## config.mk

```make
export PLATFORM = sky130hd
export DESIGN_NAME = ccff_chain_loader_flat
export DESIGN_NICKNAME = d
export VERILOG_FILES = /design/src/rtl/ccff_chain_loader_if.sv /design/src/rtl/ccff_chain_loader.sv /design/src/flat_wrapper.sv
export SDC_FILE = /design/constraint.sdc
export NUM_CORES = 1
export LEC_CHECK = 0
export BUFFER_PORTS_ARGS = -buffer_cell sky130_fd_sc_hd__buf_2
export CAP_MARGIN = 20
export CORE_MARGIN = 4
export CORE_UTILIZATION = 29
export DETAILED_ROUTE_END_ITERATION = 8
export PLACE_DENSITY = 0.5
export SLEW_MARGIN = 40
export SYNTH_ARGS = -nofsm -noshare
export SYNTH_HDL_FRONTEND = slang
export SYNTH_SLANG_ARGS = --single-unit
```

## constraint.sdc

```tcl
create_clock -name prog_clk -period 5.4 [get_ports prog_clk]
set_input_delay 1.08 -clock prog_clk [delete_from_list [all_inputs] [get_ports prog_clk]]
set_output_delay 1.08 -clock prog_clk [all_outputs]
set_load 0.05 [all_outputs]
```

## src/rtl/ccff_chain_loader_if.sv

```systemverilog
// Bundles the bitstream-side handshake, the chain serial pins and the status/readback outputs.
// No logic and no latency; the signals pass straight between loader and its peers.
// word_valid/word_ready carry backpressure from loader to source; every other signal is unthrottled.
interface ccff_chain_loader_if #(
  parameter int WORD_W = 32
);
  logic              start;
  logic [WORD_W-1:0] word_in;
  logic              word_valid;
  logic              word_ready;
  logic              ccff_head;
  logic              chain_shift_en;
  logic              ccff_tail;
  logic              busy;
  logic              done;
  logic [WORD_W-1:0] readback_word;
  logic              readback_valid;

  // Bitstream source / tile side.
  modport master (
    output start, word_in, word_valid, ccff_tail,
    input  word_ready, ccff_head, chain_shift_en, busy, done, readback_word, readback_valid
  );

  // Loader side.
  modport slave (
    input  start, word_in, word_valid, ccff_tail,
    output word_ready, ccff_head, chain_shift_en, busy, done, readback_word, readback_valid
  );
endinterface

```

## src/rtl/ccff_chain_loader.sv

```systemverilog
// Serialises configuration words LSB-first onto a CCFF chain and collects the bits leaving its tail.
// start->word_ready 1 cycle; accept->first chain bit 1 cycle; one FETCH cycle between words.
// Waits in FETCH with the chain frozen while word_valid is low; outputs are never backpressured.
module ccff_chain_loader #(
  parameter int WORD_W    = 32,
  parameter int CHAIN_LEN = 64
) (
  input logic                prog_clk,
  input logic                prog_reset_n,
  ccff_chain_loader_if.slave bus
);
  localparam int CNT_W  = $clog2(CHAIN_LEN + 1);
  localparam int WCNT_W = $clog2(WORD_W + 1);
  localparam int IDX_W  = $clog2(WORD_W);

  typedef enum logic [1:0] {
    IDLE  = 2'd0,
    FETCH = 2'd1,
    SHIFT = 2'd2,
    DONE  = 2'd3
  } state_e;

  state_e              state_q, state_d;
  logic [CNT_W-1:0]    cnt_q, cnt_d;     // bits pushed into the chain so far
  logic [WCNT_W-1:0]   wcnt_q, wcnt_d;   // bits of the current word still to shift
  logic [IDX_W-1:0]    idx_q, idx_d;     // readback capture position
  logic [WORD_W-1:0]   sreg_q, sreg_d;
  logic [WORD_W-1:0]   rb_q, rb_d;
  logic                rbv_q, rbv_d;
  logic [31:0]         remaining;

  // State and datapath registers; reset leaves every output at 0 immediately.
  always_ff @(posedge prog_clk or negedge prog_reset_n) begin
    if (!prog_reset_n) begin
      state_q <= IDLE;
      cnt_q   <= '0;
      wcnt_q  <= '0;
      idx_q   <= '0;
      sreg_q  <= '0;
      rb_q    <= '0;
      rbv_q   <= 1'b0;
    end else begin
      state_q <= state_d;
      cnt_q   <= cnt_d;
      wcnt_q  <= wcnt_d;
      idx_q   <= idx_d;
      sreg_q  <= sreg_d;
      rb_q    <= rb_d;
      rbv_q   <= rbv_d;
    end
  end

  // Next state: fetch a word, shift its valid bits out while capturing the tail, repeat until the chain is full.
  always_comb begin
    state_d   = state_q;
    cnt_d     = cnt_q;
    wcnt_d    = wcnt_q;
    idx_d     = idx_q;
    sreg_d    = sreg_q;
    rb_d      = rb_q;
    rbv_d     = 1'b0;
    remaining = 32'(CHAIN_LEN) - 32'(cnt_q);

    case (state_q)
      IDLE: begin
        if (bus.start) begin
          cnt_d   = '0;
          state_d = FETCH;
        end
      end
      FETCH: begin
        if (bus.word_valid) begin
          sreg_d = bus.word_in;
          // The last word may be cut short when the chain is not a whole number of words.
          if (remaining > 32'(WORD_W)) begin
            wcnt_d = WCNT_W'(WORD_W);
          end else begin
            wcnt_d = WCNT_W'(remaining);
          end
          idx_d   = '0;
          rb_d    = '0;  // bits beyond a short word read back as 0
          state_d = SHIFT;
        end
      end
      SHIFT: begin
        sreg_d        = sreg_q >> 1;
        rb_d[idx_q]   = bus.ccff_tail;
        idx_d         = idx_q + IDX_W'(1);
        cnt_d         = cnt_q + CNT_W'(1);
        wcnt_d        = wcnt_q - WCNT_W'(1);
        if (wcnt_q == WCNT_W'(1)) begin
          rbv_d   = 1'b1;
          state_d = (cnt_d == CNT_W'(CHAIN_LEN)) ? DONE : FETCH;
        end
      end
      DONE: begin
        state_d = IDLE;
      end
      default: begin
        state_d = IDLE;
      end
    endcase
  end

  // Outputs decode the registered state so none of them glitch and all drop with reset.
  assign bus.word_ready     = (state_q == FETCH);
  assign bus.chain_shift_en = (state_q == SHIFT);
  assign bus.ccff_head      = (state_q == SHIFT) & sreg_q[0];
  assign bus.busy           = (state_q != IDLE);
  assign bus.done           = (state_q == DONE);
  assign bus.readback_word  = rb_q;
  assign bus.readback_valid = rbv_q;
endmodule

```

## src/flat_wrapper.sv

```systemverilog
// flat-port wrapper written by rule: the top's interface ports become plain ports
module ccff_chain_loader_flat 
#(
  parameter int WORD_W    = 32,
  parameter int CHAIN_LEN = 64
)
  (prog_clk, prog_reset_n, bus_start, bus_word_in, bus_word_valid, bus_ccff_tail, bus_word_ready, bus_ccff_head, bus_chain_shift_en, bus_busy, bus_done, bus_readback_word, bus_readback_valid);
  ccff_chain_loader_if #(.WORD_W(WORD_W)) bus_i ();
  input logic prog_clk;
  input logic prog_reset_n;
  input wire logic [$bits(bus_i.start)-1:0] bus_start;
  input wire logic [$bits(bus_i.word_in)-1:0] bus_word_in;
  input wire logic [$bits(bus_i.word_valid)-1:0] bus_word_valid;
  input wire logic [$bits(bus_i.ccff_tail)-1:0] bus_ccff_tail;
  output wire logic [$bits(bus_i.word_ready)-1:0] bus_word_ready;
  output wire logic [$bits(bus_i.ccff_head)-1:0] bus_ccff_head;
  output wire logic [$bits(bus_i.chain_shift_en)-1:0] bus_chain_shift_en;
  output wire logic [$bits(bus_i.busy)-1:0] bus_busy;
  output wire logic [$bits(bus_i.done)-1:0] bus_done;
  output wire logic [$bits(bus_i.readback_word)-1:0] bus_readback_word;
  output wire logic [$bits(bus_i.readback_valid)-1:0] bus_readback_valid;
  assign bus_i.start = bus_start;
  assign bus_i.word_in = bus_word_in;
  assign bus_i.word_valid = bus_word_valid;
  assign bus_i.ccff_tail = bus_ccff_tail;
  assign bus_word_ready = bus_i.word_ready;
  assign bus_ccff_head = bus_i.ccff_head;
  assign bus_chain_shift_en = bus_i.chain_shift_en;
  assign bus_busy = bus_i.busy;
  assign bus_done = bus_i.done;
  assign bus_readback_word = bus_i.readback_word;
  assign bus_readback_valid = bus_i.readback_valid;
  ccff_chain_loader #(.WORD_W(WORD_W), .CHAIN_LEN(CHAIN_LEN)) u_core (.prog_clk(prog_clk), .prog_reset_n(prog_reset_n), .bus(bus_i));
endmodule
```

==> summary.md, run 1 <==
| Metric | Value |
|---|---|
| Core Region | `0.0148 mm²` |
| Worst Path Arrival | `1.94 ns` |
| Fin worst setup slack | `2.38 ns` |
| Nets | `602` |
| Total die area | `0.0173 mm²` |
| TritonCTS Sinks | `85` |
| Layout fillers | `1547` |
| Postcts setup bufs | `0` |
| Avg Cell Area, Syn | `8.77 µm²` |
| Lkg Pwr | `2.54 nW` |
| Netlist cell types | `54` |
| Status | `finished, final reports clean` |
| FF+latch count, synth | `85` |
| Critical Path Sink Type | `primary output` |
| End-of-flow core utilization | `0.355` |
| Die W | `132 µm` |
| 1st-iter DRT viols | `188` |
| Measured slew at the worst slew-check pin | `0.714 ns` |
| Hold Buf Count CTS | `0` |
| Wire length per cell | `15.5 µm` |
| Worst Path Buf+Inv | `2` |
| Post-route clock skew | `0.00580 ns` |
| First-pass GRT wire length | `19000 µm` |
| Layout cells sized above 1 | `0.193` |
| RSZ-0062 raised after global routing | `false` |
| Largest net degree at the start of global routing | `79` |
| Post-synth ARST share | `1.00` |
| Startpoint Class | `flop` |
| Post-Syn Instances | `505` |
| DRC viols | `0` |
| Max-cap violations | `0` |
| Slowest CP cell | `dfrtp_1` |
| Setup violators final | `0` |
| Post-layout min period | `3.02 ns` |
| Cell family with most CP delay | `buffers and inverters` |
| EDFF count, synth | `0` |
| Vias | `3754` |
| GRT Total Usage | `0.134` |
| Hpwl dp | `7620 µm` |
| Pre-CTS setup slack | `2.75 ns` |
| Clock Tree Root | `clkbuf_16` |
| Post-CTS Resized | `0` |
| Clock Path Buffers | `2` |
| Largest stage delay on the critical path | `0.46 ns` |
| Max-slew violations | `0` |
| RePlAce Congestion | `0.766` |
| Port Buffers | `74` |
| Num CTS Buffers | `9` |
| CP Max Fanout | `30` |
| Tcrit/Tclk final | `0.559` |
| CTS tree | `built` |
| Antenna-violating nets left | `0` |
| Final-report hold violation count | `0` |
| Warnings from Yosys | `0` |
| Final setup TNS | `0 ns` |
| Mapped cell area | `0.00443 mm²` |
| Share of the synthesized area in the top cell type | `0.480` |
| Die height | `132 µm` |
| Crit path kind | `flop to primary output` |
| Top FF cell, synth | `dfrtp_1` |
| Initial core utilization | `0.300` |
| Syn nets | `552` |
| FMAX | `331 MHz` |
| # diodes | `0` |
| Worst-path clk slew | `0.06 ns` |
| Peak supply drop | `609 µV` |
| Commonest non-fill, non-tap cell in the layout | `nand2_1` |
| HP Class | `flop to flop` |
| Headroom to the max-slew limit | `0.524` |
| Top cells by area, synth | `dfrtp_1 48%, nand2_1 9.5%, o211ai_1 5.3%` |
| PD cells | `515 mW/mm²` |
| Standard-cell rows | `44` |
| Skew-Pair Late Insertion Delay | `0.35 ns` |
| Largest area contributor in the netlist | `dfrtp_1` |
| Routed WL | `11500 µm` |
| 1st-pass router iterations | `4` |
| Register area share after synthesis | `0.480` |
| Area grow syn2layout | `18.3%` |
| Commonest non-fill, non-tap cells in the layout | `112 x nand2_1, 85 x dfrtp_1, 73 x buf_2, 48 x nor2_1, 33 x a31oi_1` |
| H-Tree Depth | `3` |
| I/O pin cnt | `75` |
| Initial antenna violation count | `0` |
| DR vias/cell | `5.05` |
| Critical Path RT | `4.32 ns` |
| Crit-path cells | `nand2b_2 -> inv_2 -> and2_1 -> buf_2` |
| Vias in the first global route | `3644` |
| Grt total ovfl | `0` |
==> flip-flops by register name, summed over array words and instances, names as in the netlist <==
signal,cells
u_core.bus.readback_valid,1
u_core.bus.readback_word,32
u_core.cnt_q,7
u_core.idx_q,5
u_core.sreg_q,32
u_core.state_q,2
u_core.wcnt_q,6
==> layout make-up <==
class / instances / area, µm² / share of cell area
clock buffer: 9 / 225 / 0.0430
clock inverter: 7 / 123 / 0.0234
inverter: 11 / 41.3 / 0.00788
multi-input combinational: 369 / 2070 / 0.395
sequential: 85 / 2130 / 0.406
tap: 184 / 230 / 0.0439
timing repair buffer: 79 / 423 / 0.0807
==> stage by stage <==
| stage | cells | power (mW) | cell area (µm²) | hold WS [ns] |
|---|---|---|---|---|
| after detailed placement | 728 | 1.99 | 4890 | 0.488 |
| after floorplan | 505 | 1.77 | 4430 | 0.467 |
| final | 744 | 2.70 | 5240 | 0.508 |
| after CTS | 744 | 2.74 | 5240 | 0.509 |
| after global placement | 727 | 1.96 | 4870 | 0.489 |
| after global routing | 744 | 2.89 | 5240 | 0.551 |
==> worst reg2reg max path: cells and delay by family, from the launching register on <==
family / cells / cell delay (ns)
AOI/OAI and AO/OA: 3 / 0.90
DFF: 1 / 0.53
adders and majority gates: 1 / 0.28
and+or+nand+nor: 1 / 0.21
buffers and inverters: 1 / 0.11
==> cells by family (layout without fill, tap and decap cells) <==
group | count (synthesis) | count (layout) | synth area share
adders and majority gates | 10 | 10 | 0.0282
and+or+nand+nor | 238 | 238 | 0.246
buffers and inverters | 51 | 106 | 0.0531
muxes | 1 | 1 | 0.00226
AOI/OAI and AO/OA | 111 | 111 | 0.172
DFF | 85 | 85 | 0.480
xor gates and xnor gates | 9 | 9 | 0.0178
==> cell usage after synthesis, types with 2 or more instances <==
master / count
nand3_1: 29
nand3b_1: 3
a31oi_1: 33
a21oi_1: 10
or3_1: 2
buf_6: 3
nand2b_1: 5
or2_2: 3
buf_1: 9
and3_1: 2
dfrtp_1: 85
ha_1: 10
buf_4: 3
inv_1: 10
nor3b_1: 2
xnor2_1: 3
and4_2: 2
nor2_1: 48
o21ai_0: 15
buf_2: 8
clkbuf_1: 17
o32ai_1: 2
nor2b_1: 3
o2111ai_1: 2
xor2_1: 6
and2_1: 6
a22o_1: 2
nand2_1: 112
o22ai_1: 4
o211ai_1: 31
nand4_1: 9
o31ai_1: 2
nor3_1: 2
and4b_1: 2
==> power breakdown <==
part	internal, mW	switching, mW	total (mW)
clock	0.455	0.273	0.728
sequential	0.830	0.159	0.989
combinational	0.336	0.646	0.982
==> final timing paths <==
kind	from	to	slack (ns)	cells past startpoint
worst max-delay path	u_core.state_q[0]	bus_ccff_head	2.38	4
worst min register to register	u_core.sreg_q[31]	u_core.sreg_q[31]	0.51	2
max in group asynchronous	prog_reset_n	u_core.sreg_q[21]	3.77	3
worst min-delay path	u_core.sreg_q[31]	u_core.sreg_q[31]	0.51	2
worst max register to register	u_core.cnt_q[0]	u_core.wcnt_q[1]	3.23	6
min in group asynchronous	prog_reset_n	u_core.bus.readback_word[10]	0.62	1
==> routing by layer <==
| layer | wire length, µm | GRT usage | part of all wire | vias to the layer above |
|---|---|---|---|---|
| li1 | - | - | - | 1869 |
| met1 | 5370 | 0.177 | 0.47 | 1790 |
| met2 | 5460 | 0.217 | 0.47 | 83 |
| met5 | 0 | 0 | 0 | - |
| met3 | 524 | 0.0348 | 0.045 | 12 |
| met4 | 161 | 0.0426 | 0.014 | 0 |
Note: power is estimated with default switching activity, not from simulation.
==> run 2, diff against run 1 <==
--- a/config.mk
+++ b/config.mk
@@ -10,7 +10,7 @@
 export CORE_MARGIN = 4
 export CORE_UTILIZATION = 29
 export DETAILED_ROUTE_END_ITERATION = 8
-export PLACE_DENSITY = 0.5
+export PLACE_DENSITY = 0.51
 export SLEW_MARGIN = 40
 export SYNTH_ARGS = -nofsm -noshare
 export SYNTH_HDL_FRONTEND = slang
==> constraint.sdc (replaced) <==
create_clock -name prog_clk -period 2.7 [get_ports prog_clk]
set_input_delay 0.54 -clock prog_clk [delete_from_list [all_inputs] [get_ports prog_clk]]
set_output_delay 0.54 -clock prog_clk [all_outputs]
set_load 0.05 [all_outputs]
==> summary.md, run 2 (synthesis gave the netlist of run 1 again) <==
| Metric | Value |
|---|---|
| Status | `finished, final reports clean (unchanged)` |
| Measured slew at the worst slew-check pin | `0.757 ns (was 0.714 ns)` |
| Pwr Total | `5.19 mW (was 2.70 mW)` |
| Final setup TNS | `0 ns (unchanged)` |
| Port Buffers | `74 (unchanged)` |
| Grt total ovfl | `0 (unchanged)` |
| Cells on worst reg2reg path | `6 (unchanged)` |
| Worst Path Arrival | `1.68 ns (was 1.94 ns)` |
| Fin worst setup slack | `0.478 ns (was 2.38 ns)` |
| Commonest non-fill, non-tap cells in the layout | `112 x nand2_1, 85 x dfrtp_1, 73 x buf_2, 48 x nor2_1, 33 x a31oi_1 (unchanged)` |
| Hpwl dp | `7630 µm (was 7620 µm)` |
| Switching power | `2.13 mW (was 1.08 mW)` |
| Die W | `132 µm (unchanged)` |
| Max-slew violations | `0 (unchanged)` |
| Post-route clock skew | `0.00715 ns (was 0.00580 ns)` |
| Largest net degree at the start of global routing | `79 (unchanged)` |
| 1st-pass router iterations | `5 (was 4)` |
| Critical Path RT | `2.16 ns (was 4.32 ns)` |
| Final-report hold violation count | `0 (unchanged)` |
| Worst-path clk slew | `0.07 ns (was 0.06 ns)` |
| Post-layout min period | `2.22 ns` |
| Routed WL | `11400 µm (was 11500 µm)` |
| CP Max Fanout | `12 (was 30)` |
| Postcts setup bufs | `0 (unchanged)` |
| Die height | `132 µm (unchanged)` |
| Startpoint Class | `flop (unchanged)` |
| Nets | `606 (was 602)` |
| # diodes | `0 (unchanged)` |
| Layout cells sized above 1 | `0.194 (was 0.193)` |
| Critical Path Sink Type | `primary output (unchanged)` |
| FMAX | `450 MHz` |
| Initial antenna violation count | `0 (unchanged)` |
| HP Class | `primary input to asynchronous set/reset pin (was flop to flop)` |
| Clock Tree Root | `clkbuf_16 (unchanged)` |
| Comb pwr share | `0.383 (was 0.364)` |
| Core Region | `0.0148 mm² (unchanged)` |
| H-Tree Depth | `3 (unchanged)` |
| TritonCTS Sinks | `85 (unchanged)` |
| Vias | `3796 (was 3754)` |
| RSZ-0062 raised after global routing | `false (unchanged)` |
| Num CTS Buffers | `9 (unchanged)` |
| FF-to-FF End | `u_core.wcnt_q[1] (unchanged)` |
| Reg2reg start | `u_core.cnt_q[0] (unchanged)` |
| Initial core utilization | `0.300 (unchanged)` |
| Multi-input logic area | `0.00207 mm² (unchanged)` |
| CTS tree | `built (unchanged)` |
| Clock group share of total power | `0.236 (was 0.270)` |
| Antenna-violating nets left | `0 (unchanged)` |
| Commonest non-fill, non-tap cell in the layout | `nand2_1 (unchanged)` |
| Register Area | `0.00213 mm² (unchanged)` |
| RePlAce Congestion | `0.804 (was 0.766)` |
| DR vias/cell | `5.08 (was 5.05)` |
| Layout fillers | `1540 (was 1547)` |
| Headroom to the max-slew limit | `0.495 (was 0.524)` |
| 1st-iter DRT viols | `304 (was 188)` |
| Setup violators final | `0 (unchanged)` |
| Seq pwr share | `0.381 (was 0.366)` |
| I/O pin cnt | `75 (unchanged)` |
| Vias in the first global route | `3753 (was 3644)` |
| Tcrit/Tclk final | `0.823` |
| Switch share | `0.410 (was 0.399)` |
| Hold Buf Count CTS | `0 (unchanged)` |
| Post-CTS Resized | `0 (unchanged)` |
| GRT Total Usage | `0.136 (was 0.134)` |
| PD cells | `999 mW/mm² (was 515 mW/mm²)` |
| Area grow syn2layout | `17.2% (was 18.3%)` |
| Wire length per cell | `15.3 µm (was 15.5 µm)` |
| Peak supply drop | `584 µV (was 609 µV)` |
| First-pass GRT wire length | `19500 µm (was 19000 µm)` |
| Lkg Pwr | `2.52 nW (was 2.54 nW)` |
| Max-cap violations | `0 (unchanged)` |
| Total die area | `0.0173 mm² (unchanged)` |
| DRC viols | `0 (unchanged)` |
| Pre-CTS setup slack | `0.604 ns (was 2.75 ns)` |
| Clock Path Buffers | `2 (unchanged)` |
| Standard-cell rows | `44 (unchanged)` |
| Setup slack, reg-to-reg | `0.60 ns (was 3.23 ns)` |
| End-of-flow core utilization | `0.352 (was 0.355)` |
| Crit path kind | `flop to primary output (unchanged)` |
| Skew-Pair Late Insertion Delay | `0.34 ns (was 0.35 ns)` |
| P_int | `3.06 mW (was 1.62 mW)` |
## run 2: power groups by stage
stage	clock network [mW]	registers [mW]	logic, mW
floorplan	0	2.05	1.48
global placement	0	1.98	1.97
detailed placement	0	2.00	2.00
CTS	1.27	1.98	2.02
global route	1.31	2.05	2.25
finish	1.23	1.98	1.99
## run 2: worst max-delay path by stage
stage,depth (start not counted),slack (ns),end,from
after floorplan,7,0.41,bus_ccff_head,u_core.state_q[0]
after global placement,6,0.67,u_core.wcnt_q[3],u_core.cnt_q[0]
after detailed placement,6,0.60,u_core.wcnt_q[1],u_core.cnt_q[0]
after CTS,4,0.43,bus_ccff_head,u_core.state_q[0]
after global routing,4,0.36,bus_ccff_head,u_core.state_q[0]
final,4,0.48,bus_ccff_head,u_core.state_q[0]
## run 2: critical path: stages (launching register included)
cell      delay, ns
dfrtp_1        0.46
nand2b_2       0.22
inv_2          0.21
and2_1         0.18
buf_2          0.26
## run 2: routing by layer
layer  up-vias  track usage  part of all wire
li1       1878            -                 -
met1      1813        0.191              0.49
met2        96        0.207              0.46
met3         9       0.0359             0.044
met4         0       0.0408             0.011
met5         -            0                 0
## run 2: layout make-up
class                   count  share of cell area
clock buffers              11              0.0448
clock inverters             4             0.00964
well taps                 184              0.0443
repair buffers             83              0.0848
flip-flops and latches     85               0.410
multi-input cells         369               0.399
inverters                  11             0.00795
## run 2: through the flow
| stage | hold WS (ns) | instances | instance area [µm²] |
|---|---|---|---|
| 3_3_place_gp | 0.487 | 732 | 4910 |
| 5_1_grt | 0.286 | 747 | 5190 |
| 2_1_floorplan | 0.244 | 505 | 4430 |
| 4_1_cts | 0.274 | 747 | 5190 |
| 3_5_place_dp | 0.502 | 732 | 4910 |
| 6_report | 0.232 | 747 | 5190 |
==> run 3, diff against run 2 <==
==> constraint.sdc (replaced) <==
create_clock -name prog_clk -period 1.94 [get_ports prog_clk]
set_input_delay 0.388 -clock prog_clk [delete_from_list [all_inputs] [get_ports prog_clk]]
set_output_delay 0.388 -clock prog_clk [all_outputs]
set_load 0.05 [all_outputs]
==> summary.md, run 3 (synthesis gave the netlist of run 1 again) <==
| Metric | Value |
|---|---|
| Die height | `132 µm (unchanged)` |
| CTS tree | `built (unchanged)` |
| # diodes | `0 (unchanged)` |
| Worst-path clk slew | `0.06 ns (was 0.07 ns)` |
| Hold Path Cell Cnt | `3` |
| Worst Path Buf+Inv | `2 (unchanged)` |
| I/O pin cnt | `75 (unchanged)` |
| HP Class | `primary input to flop (was primary input to asynchronous set/reset pin)` |
| Area grow syn2layout | `20.6% (was 17.2%)` |
| Status | `finished, final reports clean (unchanged)` |
| Post-route clock skew | `0.00695 ns (was 0.00715 ns)` |
| Grt total ovfl | `0 (unchanged)` |
| Port Buffers | `74 (unchanged)` |
| Commonest non-fill, non-tap cells in the layout | `112 x nand2_1, 84 x dfrtp_1, 71 x buf_2, 48 x nor2_1, 33 x a31oi_1 (was 112 x nand2_1, 85 x dfrtp_1, 73 x buf_2, 48 x nor2_1, 33 x a31oi_1)` |
| Dpl cell area | `0.00501 mm² (was 0.00491 mm²)` |
| Largest stage delay on the critical path | `0.37 ns (was 0.46 ns)` |
| H-Tree Depth | `3 (unchanged)` |
| Nets | `617 (was 606)` |
| GRT Total Usage | `0.136 (about the same)` |
| Slowest CP cell | `dfrtp_1 (unchanged)` |
| TritonCTS Sinks | `85 (unchanged)` |
| Register Area | `0.00213 mm² (about the same)` |
| Skew-Pair Late Insertion Delay | `0.34 ns (about the same)` |
| Hpwl dp | `7940 µm (was 7630 µm)` |
| DRC viols | `0 (unchanged)` |
| Crit-path cells | `nand2b_2 -> inv_4 -> and2_4 -> clkbuf_4 (was nand2b_2 -> inv_2 -> and2_1 -> buf_2)` |
| Vias | `3857 (was 3796)` |
| DR vias/cell | `5.08 (about the same)` |
| Initial antenna violation count | `0 (unchanged)` |
| Max-slew violations | `0 (unchanged)` |
| Critical Path Sink Type | `primary output (unchanged)` |
| Clock Tree Root | `clkbuf_16 (unchanged)` |
| Startpoint Class | `flop (unchanged)` |
| 1st-pass router iterations | `4 (was 5)` |
| Standard-cell rows | `44 (unchanged)` |
| First-pass GRT wire length | `19400 µm (was 19500 µm)` |
| Cells on worst reg2reg path | `6 (unchanged)` |
| Largest net degree at the start of global routing | `41 (was 79)` |
| Layout cells sized above 1 | `0.212 (was 0.194)` |
| Met2 wire length | `5480 µm (was 5220 µm)` |
| Setup violators final | `0 (unchanged)` |
| Lkg Pwr | `2.61 nW (was 2.52 nW)` |
| Wire length per cell | `15.4 µm (was 15.3 µm)` |
| Worst Path Arrival | `1.44 ns (was 1.68 ns)` |
| Headroom to the max-slew limit | `0.649 (was 0.495)` |
| Crit path kind | `flop to primary output (unchanged)` |
| Met1 wire length | `5620 µm (was 5570 µm)` |
| Critical Path RT | `1.55 ns (was 2.16 ns)` |
| Clock Path Buffers | `2 (unchanged)` |
| Final setup TNS | `0 ns (unchanged)` |
| 1st-iter DRT viols | `303 (was 304)` |
| Commonest non-fill, non-tap cell in the layout | `nand2_1 (unchanged)` |
| Num CTS Buffers | `9 (unchanged)` |
| Fin area | `0.00534 mm² (was 0.00519 mm²)` |
| Max-cap violations | `0 (unchanged)` |
| FMAX | `547 MHz` |
| Post-layout min period | `1.83 ns` |
| Hold EP | `u_core.sreg_q[31]` |
| RePlAce Congestion | `0.802 (was 0.804)` |
| Peak supply drop | `637 µV (was 584 µV)` |
| Initial core utilization | `0.300 (unchanged)` |
| Routed WL | `11700 µm (was 11400 µm)` |
| Cell family with most CP delay | `flip-flops (was buffers and inverters)` |
| Total die area | `0.0173 mm² (unchanged)` |
| Top routing layer in use | `met4 (unchanged)` |
| Vias in the first global route | `3772 (was 3753)` |
| Multi-input logic area | `0.00208 mm² (was 0.00207 mm²)` |
| Tcrit/Tclk final | `0.942` |
| Measured slew at the worst slew-check pin | `0.527 ns (was 0.757 ns)` |
| Setup slack, reg-to-reg | `0.15 ns (was 0.60 ns)` |
| FF-to-FF End | `u_core.wcnt_q[1] (unchanged)` |
| Final-report hold violation count | `0 (unchanged)` |
| DR WL met3 | `413 µm (was 503 µm)` |
| Hold path startpoint | `bus_word_in[31]` |
| Antenna-violating nets left | `0 (unchanged)` |
| Reg2reg start | `u_core.cnt_q[0] (unchanged)` |
| Die W | `132 µm (unchanged)` |
| PD cells | `1400 mW/mm² (was 999 mW/mm²)` |
| Core Region | `0.0148 mm² (unchanged)` |
| Layout fillers | `1547 (was 1540)` |
| Postcts setup bufs | `0 (unchanged)` |
| CP Max Fanout | `13 (was 12)` |
## run 3: how the worst max path moves through the flow
| stage | from | to | slack, ns | cells after the start |
|---|---|---|---|---|
| detailed placement | u_core.cnt_q[0] | u_core.wcnt_q[1] | 0.09 | 6 |
| floorplan | u_core.cnt_q[0] | u_core.wcnt_q[1] | 0.03 | 6 |
| finish | u_core.state_q[0] | bus_ccff_head | 0.11 | 4 |
| global placement | u_core.cnt_q[0] | u_core.wcnt_q[1] | 0.13 | 6 |
| global route | u_core.cnt_q[0] | u_core.wcnt_q[3] | -0.02 | 7 |
| CTS | u_core.state_q[0] | bus_ccff_head | 0.06 | 4 |
## run 3: layout make-up
class	instances	area share
clock buffers	13	0.0487
inverters	11	0.00820
well taps	184	0.0431
repair buffers	94	0.104
clock inverters	3	0.00820
flip-flops and latches	85	0.398
multi-input cells	369	0.389
## run 3: repair_timing
item                                   in CTS  in global routing
setup endpoints to repair                   2                  4
resized for setup                           3                  2
pin swaps                                   0                  1
hold buffers                                1                  0
endpoints found under the hold margin      28                  0
## run 3: per-stage QoR
stage	utilization	worst slack (ns)	power (mW)	hold WS, ns	instances
2_1_floorplan	-	0.0314	4.93	0.0924	505
3_3_place_gp	0.340	0.131	5.63	0.355	742
3_5_place_dp	0.340	0.0851	5.72	0.357	742
4_1_cts	0.361	0.0556	7.56	0.249	759
5_1_grt	0.362	-0.0208	8.02	0.277	759
6_report	0.362	0.112	7.47	0.261	759
## run 3: worst min-delay path: cells and delay by family
kind | cells | cell delay (ns)
simple gates | 2 | 0.09
buf+inv | 1 | 0.09
## run 3: power by group
part	switching [mW]	internal [mW]
clock network	0.712	1.07
registers	0.355	2.31
logic	1.93	1.09
total	3.00	4.47
## run 3: layer usage
metal / vias up / track usage
li1: 1901 / -
met1: 1872 / 0.181
met2: 75 / 0.221
met3: 9 / 0.0313
met4: 0 / 0.0397
met5: - / 0
